## config.mk

```make
export PLATFORM = sky130hd
export DESIGN_NAME = fetch_decode_pipe_ctrl_flat
export DESIGN_NICKNAME = d
export VERILOG_FILES = /design/src/rtl/fetch_decode_pipe_ctrl_pkg.sv /design/src/rtl/fetch_decode_pipe_ctrl_if.sv /design/src/rtl/fetch_decode_pipe_ctrl.sv /design/src/flat_wrapper.sv
export SDC_FILE = /design/constraint.sdc
export NUM_CORES = 1
export LEC_CHECK = 0
export ABC_AREA = 1
export CAP_MARGIN = 20
export CORE_MARGIN = 2
export CORE_UTILIZATION = 35
export DETAILED_ROUTE_END_ITERATION = 8
export SYNTH_ARGS = -nofsm -noshare
export SYNTH_HDL_FRONTEND = slang
export SYNTH_SLANG_ARGS = --single-unit
```

## constraint.sdc

```tcl
create_clock -name CLK -period 4.83 [get_ports CLK]
set_clock_uncertainty 0.05 [all_clocks]
set_input_delay 0.7245 -clock CLK [delete_from_list [all_inputs] [get_ports CLK]]
set_output_delay 0.7245 -clock CLK [all_outputs]
set_load 0.005 [all_outputs]
```

## src/rtl/fetch_decode_pipe_ctrl_pkg.sv

```systemverilog
// fetch_decode_pipe_ctrl_pkg: shared FSM state encoding, default address width and request priority encoder
package fetch_decode_pipe_ctrl_pkg;
  localparam int ADDR_W_DEF = 40;
  typedef enum logic [1:0] {ST_IDLE, ST_BR_PEND, ST_XCPT, ST_FENCE} state_e;
  typedef enum logic [1:0] {EV_NONE, EV_BR, EV_FENCE, EV_XCPT} event_e;
  // exception beats fence.i, which beats a branch mispredict
  function automatic event_e pick_event(input logic xcpt, input logic fence, input logic br);
    return xcpt ? EV_XCPT : fence ? EV_FENCE : br ? EV_BR : EV_NONE;
  endfunction
endpackage

```

## src/rtl/fetch_decode_pipe_ctrl_if.sv

```systemverilog
// fetch_decode_pipe_ctrl_if: request/control bundle between decode/execute/commit and the front-end controller
// master drives stall/event requests and sees flush/lock/redirect; slave is the controller
interface fetch_decode_pipe_ctrl_if #(parameter int ADDR_W = 40);
  logic              dec_stall_req;
  logic              exe_stall_req;
  logic              mem_stall_req;
  logic              br_mispredict;
  logic [ADDR_W-1:0] br_target;
  logic              xcpt_req;
  logic [ADDR_W-1:0] xcpt_pc;
  logic              fence_i_req;
  logic [ADDR_W-1:0] fence_next_pc;
  logic              icache_flush_done;
  logic              lock_PIPELINE;
  logic              FLUSH_P1;
  logic              FLUSH_P2;
  logic              redirect_valid;
  logic [ADDR_W-1:0] redirect_pc;
  logic              icache_flush;
  logic              ctrl_busy;
  modport master (
    output dec_stall_req, exe_stall_req, mem_stall_req, br_mispredict, br_target,
           xcpt_req, xcpt_pc, fence_i_req, fence_next_pc, icache_flush_done,
    input  lock_PIPELINE, FLUSH_P1, FLUSH_P2, redirect_valid, redirect_pc, icache_flush, ctrl_busy
  );
  modport slave (
    input  dec_stall_req, exe_stall_req, mem_stall_req, br_mispredict, br_target,
           xcpt_req, xcpt_pc, fence_i_req, fence_next_pc, icache_flush_done,
    output lock_PIPELINE, FLUSH_P1, FLUSH_P2, redirect_valid, redirect_pc, icache_flush, ctrl_busy
  );
endinterface

```

## src/rtl/fetch_decode_pipe_ctrl.sv

```systemverilog
// fetch_decode_pipe_ctrl: turns stall/mispredict/exception/fence.i requests into fetch->decode latch lock/flush and fetch redirect
// ports: CLK, RST (async active-high), bus (slave side of fetch_decode_pipe_ctrl_if)
module fetch_decode_pipe_ctrl
  import fetch_decode_pipe_ctrl_pkg::*;
#(
  parameter int ADDR_W       = ADDR_W_DEF,
  parameter int XCPT_FLUSH_N = 2
) (
  input logic                   CLK,
  input logic                   RST,
  fetch_decode_pipe_ctrl_if.slave bus
);
  localparam int CW = $clog2(XCPT_FLUSH_N + 1);
  state_e            state_q, state_d;
  logic [CW-1:0]     cnt_q, cnt_d;
  logic [ADDR_W-1:0] tgt_q, tgt_d, pc_q, pc_d;
  logic              fp1_q, fp1_d, fp2_q, fp2_d, rv_q, rv_d, icf_q, icf_d;
  logic              stall;
  event_e            ev;
  assign stall = bus.dec_stall_req | bus.exe_stall_req | bus.mem_stall_req;
  assign ev    = pick_event(bus.xcpt_req, bus.fence_i_req, bus.br_mispredict);
  always_comb begin
    state_d = state_q;
    cnt_d   = cnt_q;
    tgt_d   = tgt_q;
    pc_d    = pc_q;
    fp1_d   = 1'b0;
    fp2_d   = 1'b0;
    rv_d    = 1'b0;
    icf_d   = 1'b0;
    case (state_q)
      ST_IDLE, ST_BR_PEND: begin
        if (ev == EV_XCPT) begin
          state_d = ST_XCPT;
          fp1_d   = 1'b1;
          rv_d    = 1'b1;
          pc_d    = bus.xcpt_pc;
          cnt_d   = CW'(XCPT_FLUSH_N - 1);
        end else if (ev == EV_FENCE) begin
          state_d = ST_FENCE;
          fp1_d   = 1'b1;
          icf_d   = 1'b1;
        end else if (state_q == ST_BR_PEND) begin
          // younger mispredicts are ignored; release the captured target once stalls clear
          if (!stall) begin
            state_d = ST_IDLE;
            fp2_d   = 1'b1;
            rv_d    = 1'b1;
            pc_d    = tgt_q;
          end
        end else if (ev == EV_BR) begin
          if (stall) begin
            state_d = ST_BR_PEND;
            tgt_d   = bus.br_target;
          end else begin
            fp2_d = 1'b1;
            rv_d  = 1'b1;
            pc_d  = bus.br_target;
          end
        end
      end
      ST_XCPT: begin
        fp1_d   = cnt_q != '0;
        cnt_d   = (cnt_q != '0) ? cnt_q - CW'(1) : cnt_q;
        state_d = (cnt_q == '0) ? ST_IDLE : ST_XCPT;
      end
      ST_FENCE: begin
        if (bus.icache_flush_done) begin
          state_d = ST_IDLE;
          rv_d    = 1'b1;
          pc_d    = bus.fence_next_pc;
        end else begin
          icf_d = 1'b1;
        end
      end
      default: state_d = ST_IDLE;
    endcase
  end
  always_ff @(posedge CLK or posedge RST) begin
    if (RST) begin
      state_q <= ST_IDLE;
      cnt_q   <= '0;
      tgt_q   <= '0;
      pc_q    <= '0;
      fp1_q   <= 1'b0;
      fp2_q   <= 1'b0;
      rv_q    <= 1'b0;
      icf_q   <= 1'b0;
    end else begin
      state_q <= state_d;
      cnt_q   <= cnt_d;
      tgt_q   <= tgt_d;
      pc_q    <= pc_d;
      fp1_q   <= fp1_d;
      fp2_q   <= fp2_d;
      rv_q    <= rv_d;
      icf_q   <= icf_d;
    end
  end
  assign bus.lock_PIPELINE  = stall | (state_q == ST_FENCE);
  assign bus.FLUSH_P1       = fp1_q;
  assign bus.FLUSH_P2       = fp2_q;
  assign bus.redirect_valid = rv_q;
  assign bus.redirect_pc    = pc_q;
  assign bus.icache_flush   = icf_q;
  assign bus.ctrl_busy      = state_q != ST_IDLE;
endmodule

```

## src/flat_wrapper.sv

```systemverilog
// flat-port wrapper written by rule: the top's interface ports become plain ports
module fetch_decode_pipe_ctrl_flat import fetch_decode_pipe_ctrl_pkg::*;
#(
  parameter int ADDR_W       = ADDR_W_DEF,
  parameter int XCPT_FLUSH_N = 2
)
  (CLK, RST, bus_dec_stall_req, bus_exe_stall_req, bus_mem_stall_req, bus_br_mispredict, bus_br_target, bus_xcpt_req, bus_xcpt_pc, bus_fence_i_req, bus_fence_next_pc, bus_icache_flush_done, bus_lock_PIPELINE, bus_FLUSH_P1, bus_FLUSH_P2, bus_redirect_valid, bus_redirect_pc, bus_icache_flush, bus_ctrl_busy);
  fetch_decode_pipe_ctrl_if #(.ADDR_W(ADDR_W)) bus_i ();
  input logic CLK;
  input logic RST;
  input wire logic [$bits(bus_i.dec_stall_req)-1:0] bus_dec_stall_req;
  input wire logic [$bits(bus_i.exe_stall_req)-1:0] bus_exe_stall_req;
  input wire logic [$bits(bus_i.mem_stall_req)-1:0] bus_mem_stall_req;
  input wire logic [$bits(bus_i.br_mispredict)-1:0] bus_br_mispredict;
  input wire logic [$bits(bus_i.br_target)-1:0] bus_br_target;
  input wire logic [$bits(bus_i.xcpt_req)-1:0] bus_xcpt_req;
  input wire logic [$bits(bus_i.xcpt_pc)-1:0] bus_xcpt_pc;
  input wire logic [$bits(bus_i.fence_i_req)-1:0] bus_fence_i_req;
  input wire logic [$bits(bus_i.fence_next_pc)-1:0] bus_fence_next_pc;
  input wire logic [$bits(bus_i.icache_flush_done)-1:0] bus_icache_flush_done;
  output wire logic [$bits(bus_i.lock_PIPELINE)-1:0] bus_lock_PIPELINE;
  output wire logic [$bits(bus_i.FLUSH_P1)-1:0] bus_FLUSH_P1;
  output wire logic [$bits(bus_i.FLUSH_P2)-1:0] bus_FLUSH_P2;
  output wire logic [$bits(bus_i.redirect_valid)-1:0] bus_redirect_valid;
  output wire logic [$bits(bus_i.redirect_pc)-1:0] bus_redirect_pc;
  output wire logic [$bits(bus_i.icache_flush)-1:0] bus_icache_flush;
  output wire logic [$bits(bus_i.ctrl_busy)-1:0] bus_ctrl_busy;
  assign bus_i.dec_stall_req = bus_dec_stall_req;
  assign bus_i.exe_stall_req = bus_exe_stall_req;
  assign bus_i.mem_stall_req = bus_mem_stall_req;
  assign bus_i.br_mispredict = bus_br_mispredict;
  assign bus_i.br_target = bus_br_target;
  assign bus_i.xcpt_req = bus_xcpt_req;
  assign bus_i.xcpt_pc = bus_xcpt_pc;
  assign bus_i.fence_i_req = bus_fence_i_req;
  assign bus_i.fence_next_pc = bus_fence_next_pc;
  assign bus_i.icache_flush_done = bus_icache_flush_done;
  assign bus_lock_PIPELINE = bus_i.lock_PIPELINE;
  assign bus_FLUSH_P1 = bus_i.FLUSH_P1;
  assign bus_FLUSH_P2 = bus_i.FLUSH_P2;
  assign bus_redirect_valid = bus_i.redirect_valid;
  assign bus_redirect_pc = bus_i.redirect_pc;
  assign bus_icache_flush = bus_i.icache_flush;
  assign bus_ctrl_busy = bus_i.ctrl_busy;
  fetch_decode_pipe_ctrl #(.ADDR_W(ADDR_W), .XCPT_FLUSH_N(XCPT_FLUSH_N)) u_core (.CLK(CLK), .RST(RST), .bus(bus_i));
endmodule
```

==> flow_metrics.py, run 1 <==
metrics = {
    "yosys": {
        "synth_mux_area_share_pct": 0,
        "async_flop_share_pct": 100,
        "synth-seq-area-share_pct": 44.3,
        "yosysTopAreaCellShare_pct": 44.3,
        "synth_commonest_cells": "nand2_1, nand3_1, nor2_1, dfrtp_1, inv_1",
        "synth_compound_area_share_pct": 5.00,
        "yosys_register_bits": 88,
        "synth.distinct_cells": 17,
        "synth-adder-area-share_pct": 0.251,
        "synth_xor_xnor_area_share_pct": 0,
        "synth_enable_flop_cells": 0,
        "synth_top_family_by_area": "simple AND/OR/NAND/NOR gates",
        "synth_top_area_cell": "dfrtp_1",
        "synthSimpleGateAreaFrac_pct": 41.5,
        "ys_warn_count": 0,
        "ys.flop_type": "dfrtp_1",
        "yosysMostFrequentCell": "nand2_1",
        "synth_fp_nets": 878,
        "synth_area_leaders": "dfrtp_1, nand2_1, nand3_1",
        "netlist_area_um2": 4980,
        "syn_inst": 748,
        "synth.avg_cell_area_um2": 6.65,
    },
    "critical_path": {
        "cp.arrival_ns": 2.22,
        "cp.required_ns": 4.06,
        "rrSetupSlack_ns": 2.06,
        "r2r_start": "u_core.state_q[0]$_DFFE_PP0P_",
        "path_max_fanout": 45,
        "r2r_cells": 7,
        "crit_type": "register to primary output",
        "crit_path_end": "bus_lock_PIPELINE",
        "cp-end-kind": "primary output",
        "rr_endpoint": "u_core.bus.redirect_pc[29]$_DFFE_PP0P_",
        "cp-start-kind": "register",
        "cp-startpoint": "u_core.state_q[0]$_DFFE_PP0P_",
    },
    "global_routing": {
        "antenna_found_initial": 0,
        "grt-ovfl-total": 0,
        "grt_pass1_wl_um": 25100,
        "grt_pass1_vias": 5040,
        "grt_usage_pct": 21.2,
        "grt_start_max_net_pins": 81,
    },
    "layout": {
        "finalNetCount": 1019,
        "drive_above_1_share_pct": 3.58,
        "fin_area_um2": 7050,
        "fin_cells": 1074,
        "syn2layout_area_growth_pct": 41.6,
        "n_antenna_cell": 0,
    },
    "floorplan": {
        "io_pins": 175,
        "initial_core_util_pct": 35.8,
        "rows": 43,
        "die_w_um": 123,
        "core_area_um2": 13900,
        "die_area_um2": 15200,
        "die_h_um": 123,
    },
    "routing": {
        "drtPass1Iterations": 5,
        "viasPerCell": 4.81,
        "ant_nets": 0,
        "vias": 5168,
        "remaining_drc_errors": 0,
        "wirelength_um": 15600,
        "first_iter_violations": 311,
        "wl_per_cell_um": 14.6,
    },
    "sta": {
        "maxSlewViolCount": 0,
        "rsz0062_at_grt": "false",
        "worstMarginPinSlew_ns": 0.973,
        "timing.max_slew.rel_slack_pct": 35.2,
        "worst_slack_ns": 1.84,
        "hold_violations": 0,
        "fin_tns_setup_ns": 0,
        "period_needed_ns": 2.99,
        "final-setup-viol-count": 0,
        "fin_hold_ws_ns": 0.437,
        "period_share_pct": 62.0,
        "clock.fmax_mhz": 334,
    },
    "clock_network": {
        "cts_resized": 0,
        "cts_buffer_depth": 2,
        "cts_buffers": 9,
        "clkLatencyLatePin_ns": 0.34,
        "post_cts_buffers": 0,
        "clockRootBuffer": "clkbuf_16",
        "holdBufCountCts": 0,
        "cts_tree": "built",
        "htreeDepth": 3,
        "clkTransAtPathRegs_ns": 0.07,
        "clock_sinks": 88,
    },
    "power_and_ir_drop": {
        "internal_power_mw": 2.26,
        "switchingPower_mw": 1.43,
        "p_leak_nw": 3.52,
        "ir_drop_mv": 0.190,
        "p_clk_share_pct": 18.9,
        "power_frac_seq_pct": 37.2,
        "power_frac_comb_pct": 43.9,
        "swShare_pct": 38.8,
        "powerDensity_nw_per_um2": 524,
    },
    "run_status": {
        "status": "complete, no violations",
    },
    "worst_hold_path": {
        "holdCritPathClass": "register to register",
    },
    "placed_design": {
        "placed_cell_area_um2": 6750,
        "post-place-ws_ns": 1.71,
        "dp.cells": 1058,
        "place_congestion": 0.857,
        "io_buffer_count": 174,
        "dp_hpwl_um": 10400,
    },
    "run": {
        "cap_violations": 0,
    },
}
[power groups by stage]
stage               clock, mW  sequential (mW)  combinational, mW
floorplan                   0             1.28               1.01
global placement            0             1.38               1.59
detailed placement          0             1.38               1.64
CTS                     0.723             1.37               1.64
global route            0.746             1.42               1.87
finish                  0.699             1.38               1.62
[through the flow]
stage	utilization [%]	power [mW]
after floorplan	-	2.30
after global placement	48.6	2.97
after detailed placement	48.6	3.01
after CTS	50.8	3.73
after global routing	50.8	4.03
final	50.8	3.69
[state kept, by name, indices dropped and copies added, names as in the netlist]
signal	cells
u_core.bus.FLUSH_P1	1
u_core.bus.FLUSH_P2	1
u_core.bus.icache_flush	1
u_core.bus.redirect_pc	40
u_core.bus.redirect_valid	1
u_core.cnt_q	2
u_core.state_q	2
u_core.tgt_q	40
[cell type report]
type	instances	area (µm²)
flip-flops and latches	88	2200
repair buffers	179	1780
fillers	1394	6830
multi-input cells	555	2330
well taps	180	225
inverters	56	213
clock buffers	9	225
clock inverters	7	71.3
[kinds of logic after synthesis]
logic type / after synthesis
adder cells (fa/ha/maj): 1
AND/OR/NAND/NOR: 505
buffers and inverters: 105
AO/OA/AOI/OAI: 49
flip-flops: 88
[cell usage in the layout, fill, tap and decap left out, drive strengths merged]
cell	instances
dfrtp	88
nand3	122
bufinv	1
inv	57
clkdlybuf4s50	174
ha	1
a21oi	5
clkinvlp	3
clkbuf	9
nand2	293
buf	5
o21ai	44
nor3	1
clkinv	2
nor2	89
[how the worst min path moves through the flow]
stage               cells past startpoint                    startpoint  slack (ns)                           end
finish                                  2  u_core.tgt_q[18]$_DFFE_PP0P_        0.44  u_core.tgt_q[18]$_DFFE_PP0P_
global route                            2  u_core.tgt_q[26]$_DFFE_PP0P_        0.46  u_core.tgt_q[26]$_DFFE_PP0P_
CTS                                     2  u_core.tgt_q[16]$_DFFE_PP0P_        0.44  u_core.tgt_q[16]$_DFFE_PP0P_
detailed placement                      2  u_core.tgt_q[14]$_DFFE_PP0P_        0.42  u_core.tgt_q[14]$_DFFE_PP0P_
global placement                        2  u_core.tgt_q[26]$_DFFE_PP0P_        0.42  u_core.tgt_q[26]$_DFFE_PP0P_
floorplan                               2   u_core.cnt_q[1]$_DFFE_PP0P_        0.40   u_core.cnt_q[1]$_DFFE_PP0P_
[routing by layer]
metal | track usage (%) | part of all wire, %
met3 | 4.57 | 7.5
met5 | 0 | 0
met2 | 34.0 | 44
met1 | 28.4 | 46
met4 | 7.53 | 1.8
[critical path, cell delays in order, from the launching register on]
cell and delay [ns]:
dfrtp_2 1.01, nand2_1 0.24, nand2_1 0.13, clkdlybuf4s50_1 0.50
Power figures use the tool's default switching activity.
==> run 2, diff against run 1 <==
clock period = 2.8 ns   (was 4.83 ns; I/O delays follow)
==> run 2 against run 1 <==
  * Core utilization grew 0.33 points
  * Combinational power is 78% higher
  * Critical path depth did not move
  * Hold slack got worse by 0.0025 ns
  * Total power is 71% higher
  * Critical endpoint unchanged
  * Largest power group unchanged
==> flow_metrics.py, run 2 (synthesis results as in run 1) <==
metrics = {
    "run_status": {
        "status": "complete, no violations",
    },
    "clock_network": {
        "holdBufCountCts": 0,
        "clock_sinks": 88,
        "post_cts_buffers": 0,
        "clkLatencyLatePin_ns": 0.34,
        "cts_resized": 0,
        "cts_buffers": 9,
        "cts_buffer_depth": 2,
        "cts_tree": "built",
        "clockRootBuffer": "clkbuf_16",
        "clkTransAtPathRegs_ns": 0.06,
        "htreeDepth": 3,
    },
    "sta": {
        "final-setup-viol-count": 0,
        "clock.fmax_mhz": 438,
        "period_needed_ns": 2.29,
        "hold_violations": 0,
        "fin_tns_setup_ns": 0,
        "rsz0062_at_grt": "false",
        "timing.max_slew.rel_slack_pct": 47.7,
        "maxSlewViolCount": 0,
        "worstMarginPinSlew_ns": 0.784,
        "fin_hold_ws_ns": 0.435,
        "period_share_pct": 81.6,
    },
    "critical_path": {
        "cp.required_ns": 2.33,
        "cp-start-kind": "register",
        "cp.arrival_ns": 1.82,
        "r2r_start": "u_core.state_q[0]$_DFFE_PP0P_",
        "crit_type": "register to primary output",
        "rr_endpoint": "u_core.bus.redirect_pc[12]$_DFFE_PP0P_",
        "cp-end-kind": "primary output",
        "r2r_cells": 8,
        "rrSetupSlack_ns": 0.62,
        "path_max_fanout": 25,
    },
    "worst_hold_path": {
        "holdCritPathClass": "input port to asynchronous set/reset pin",
    },
    "floorplan": {
        "die_h_um": 123,
        "die_w_um": 123,
        "io_pins": 175,
        "core_area_um2": 13900,
        "die_area_um2": 15200,
        "initial_core_util_pct": 35.8,
        "rows": 43,
    },
    "layout": {
        "layout_common_cells": "nand2_1, clkdlybuf4s50_1, nand3_1",
        "n_antenna_cell": 0,
        "post-route-util_pct": 51.1,
        "finalNetCount": 1024,
        "syn2layout_area_growth_pct": 42.6,
        "mostFrequentLayoutCell": "nand2_1",
        "drive_above_1_share_pct": 3.78,
        "fill_cells": 1407,
    },
    "run": {
        "cap_violations": 0,
    },
    "global_routing": {
        "grt_start_max_net_pins": 81,
        "antenna_found_initial": 0,
        "grt_usage_pct": 20.6,
        "grt-ovfl-total": 0,
        "grt_pass1_vias": 4908,
        "grt_pass1_wl_um": 24400,
    },
    "power_and_ir_drop": {
        "finalPower_mw": 6.30,
        "powerDensity_nw_per_um2": 888,
        "ir_drop_mv": 0.349,
        "p_leak_nw": 3.55,
    },
    "placed_design": {
        "place_congestion": 0.863,
        "dp_hpwl_um": 10400,
        "io_buffer_count": 174,
    },
    "routing": {
        "viasPerCell": 4.74,
        "remaining_drc_errors": 0,
        "wirelength_um": 15200,
        "drtPass1Iterations": 5,
        "first_iter_violations": 335,
        "ant_nets": 0,
        "wl_per_cell_um": 14.1,
        "vias": 5113,
    },
}
[run 2: cell types whose count changed in the layout (fill, tap and decap cells not counted), sizes merged]
cell,delta
buf,+5
clkbuf,+4
clkinvlp,-2
bufinv,-1
inv,-1
[run 2: worst max-delay path by stage]
stage / start / to / slack (ns) / depth (start not counted)
CTS: u_core.state_q[0]$_DFFE_PP0P_ / bus_lock_PIPELINE / 0.50 / 3
global placement: bus_xcpt_req / u_core.bus.redirect_pc[24]$_DFFE_PP0P_ / 0.63 / 7
floorplan: RST / u_core.bus.FLUSH_P1$_DFF_PP0_ / 0.05 / 1
detailed placement: bus_xcpt_req / u_core.bus.redirect_pc[15]$_DFFE_PP0P_ / 0.57 / 7
finish: u_core.state_q[0]$_DFFE_PP0P_ / bus_lock_PIPELINE / 0.51 / 3
global route: u_core.state_q[0]$_DFFE_PP0P_ / u_core.bus.redirect_pc[13]$_DFFE_PP0P_ / 0.37 / 8
[run 2: layer usage]
metal,global-route usage (%),share of wire [%],vias to the layer above
li1,-,-,2627
met1,27.8,45,2296
met2,32.4,45,166
met3,4.52,7.4,24
met4,7.60,2.0,0
met5,0,0,-
[run 2: where the power goes]
part / internal, mW / switching, mW
clock network: 0.624 / 0.481
registers: 1.90 / 0.421
logic: 1.35 / 1.53
total: 3.87 / 2.43
[run 2: area by class of cell]
| cell class | count | area [µm²] | share of cell area, % |
|---|---|---|---|
| tap | 180 | 225 | 3.17 |
| inverter | 56 | 213 | 3.00 |
| timing repair buffer | 184 | 1850 | 26.1 |
| sequential | 88 | 2200 | 31.1 |
| clock buffer | 13 | 250 | 3.53 |
| clock inverter | 3 | 17.5 | 0.247 |
| multi-input combinational | 555 | 2330 | 32.9 |
[run 2: worst max-delay path, cell delays in order, from the launching register on]
cell and delay, ns:
dfrtp_2 0.68, nand2_1 0.19, nand2_1 0.10, clkdlybuf4s50_1 0.50
[run 2: metrics by stage]
step                      instance area, µm²  std cells  setup slack [ns]
after floorplan                         4980        748            0.0514
after global placement                  6830       1063             0.633
after detailed placement                6830       1063             0.566
after CTS                               7090       1079             0.499
after global routing                    7090       1079             0.373
final                                   7090       1079             0.515
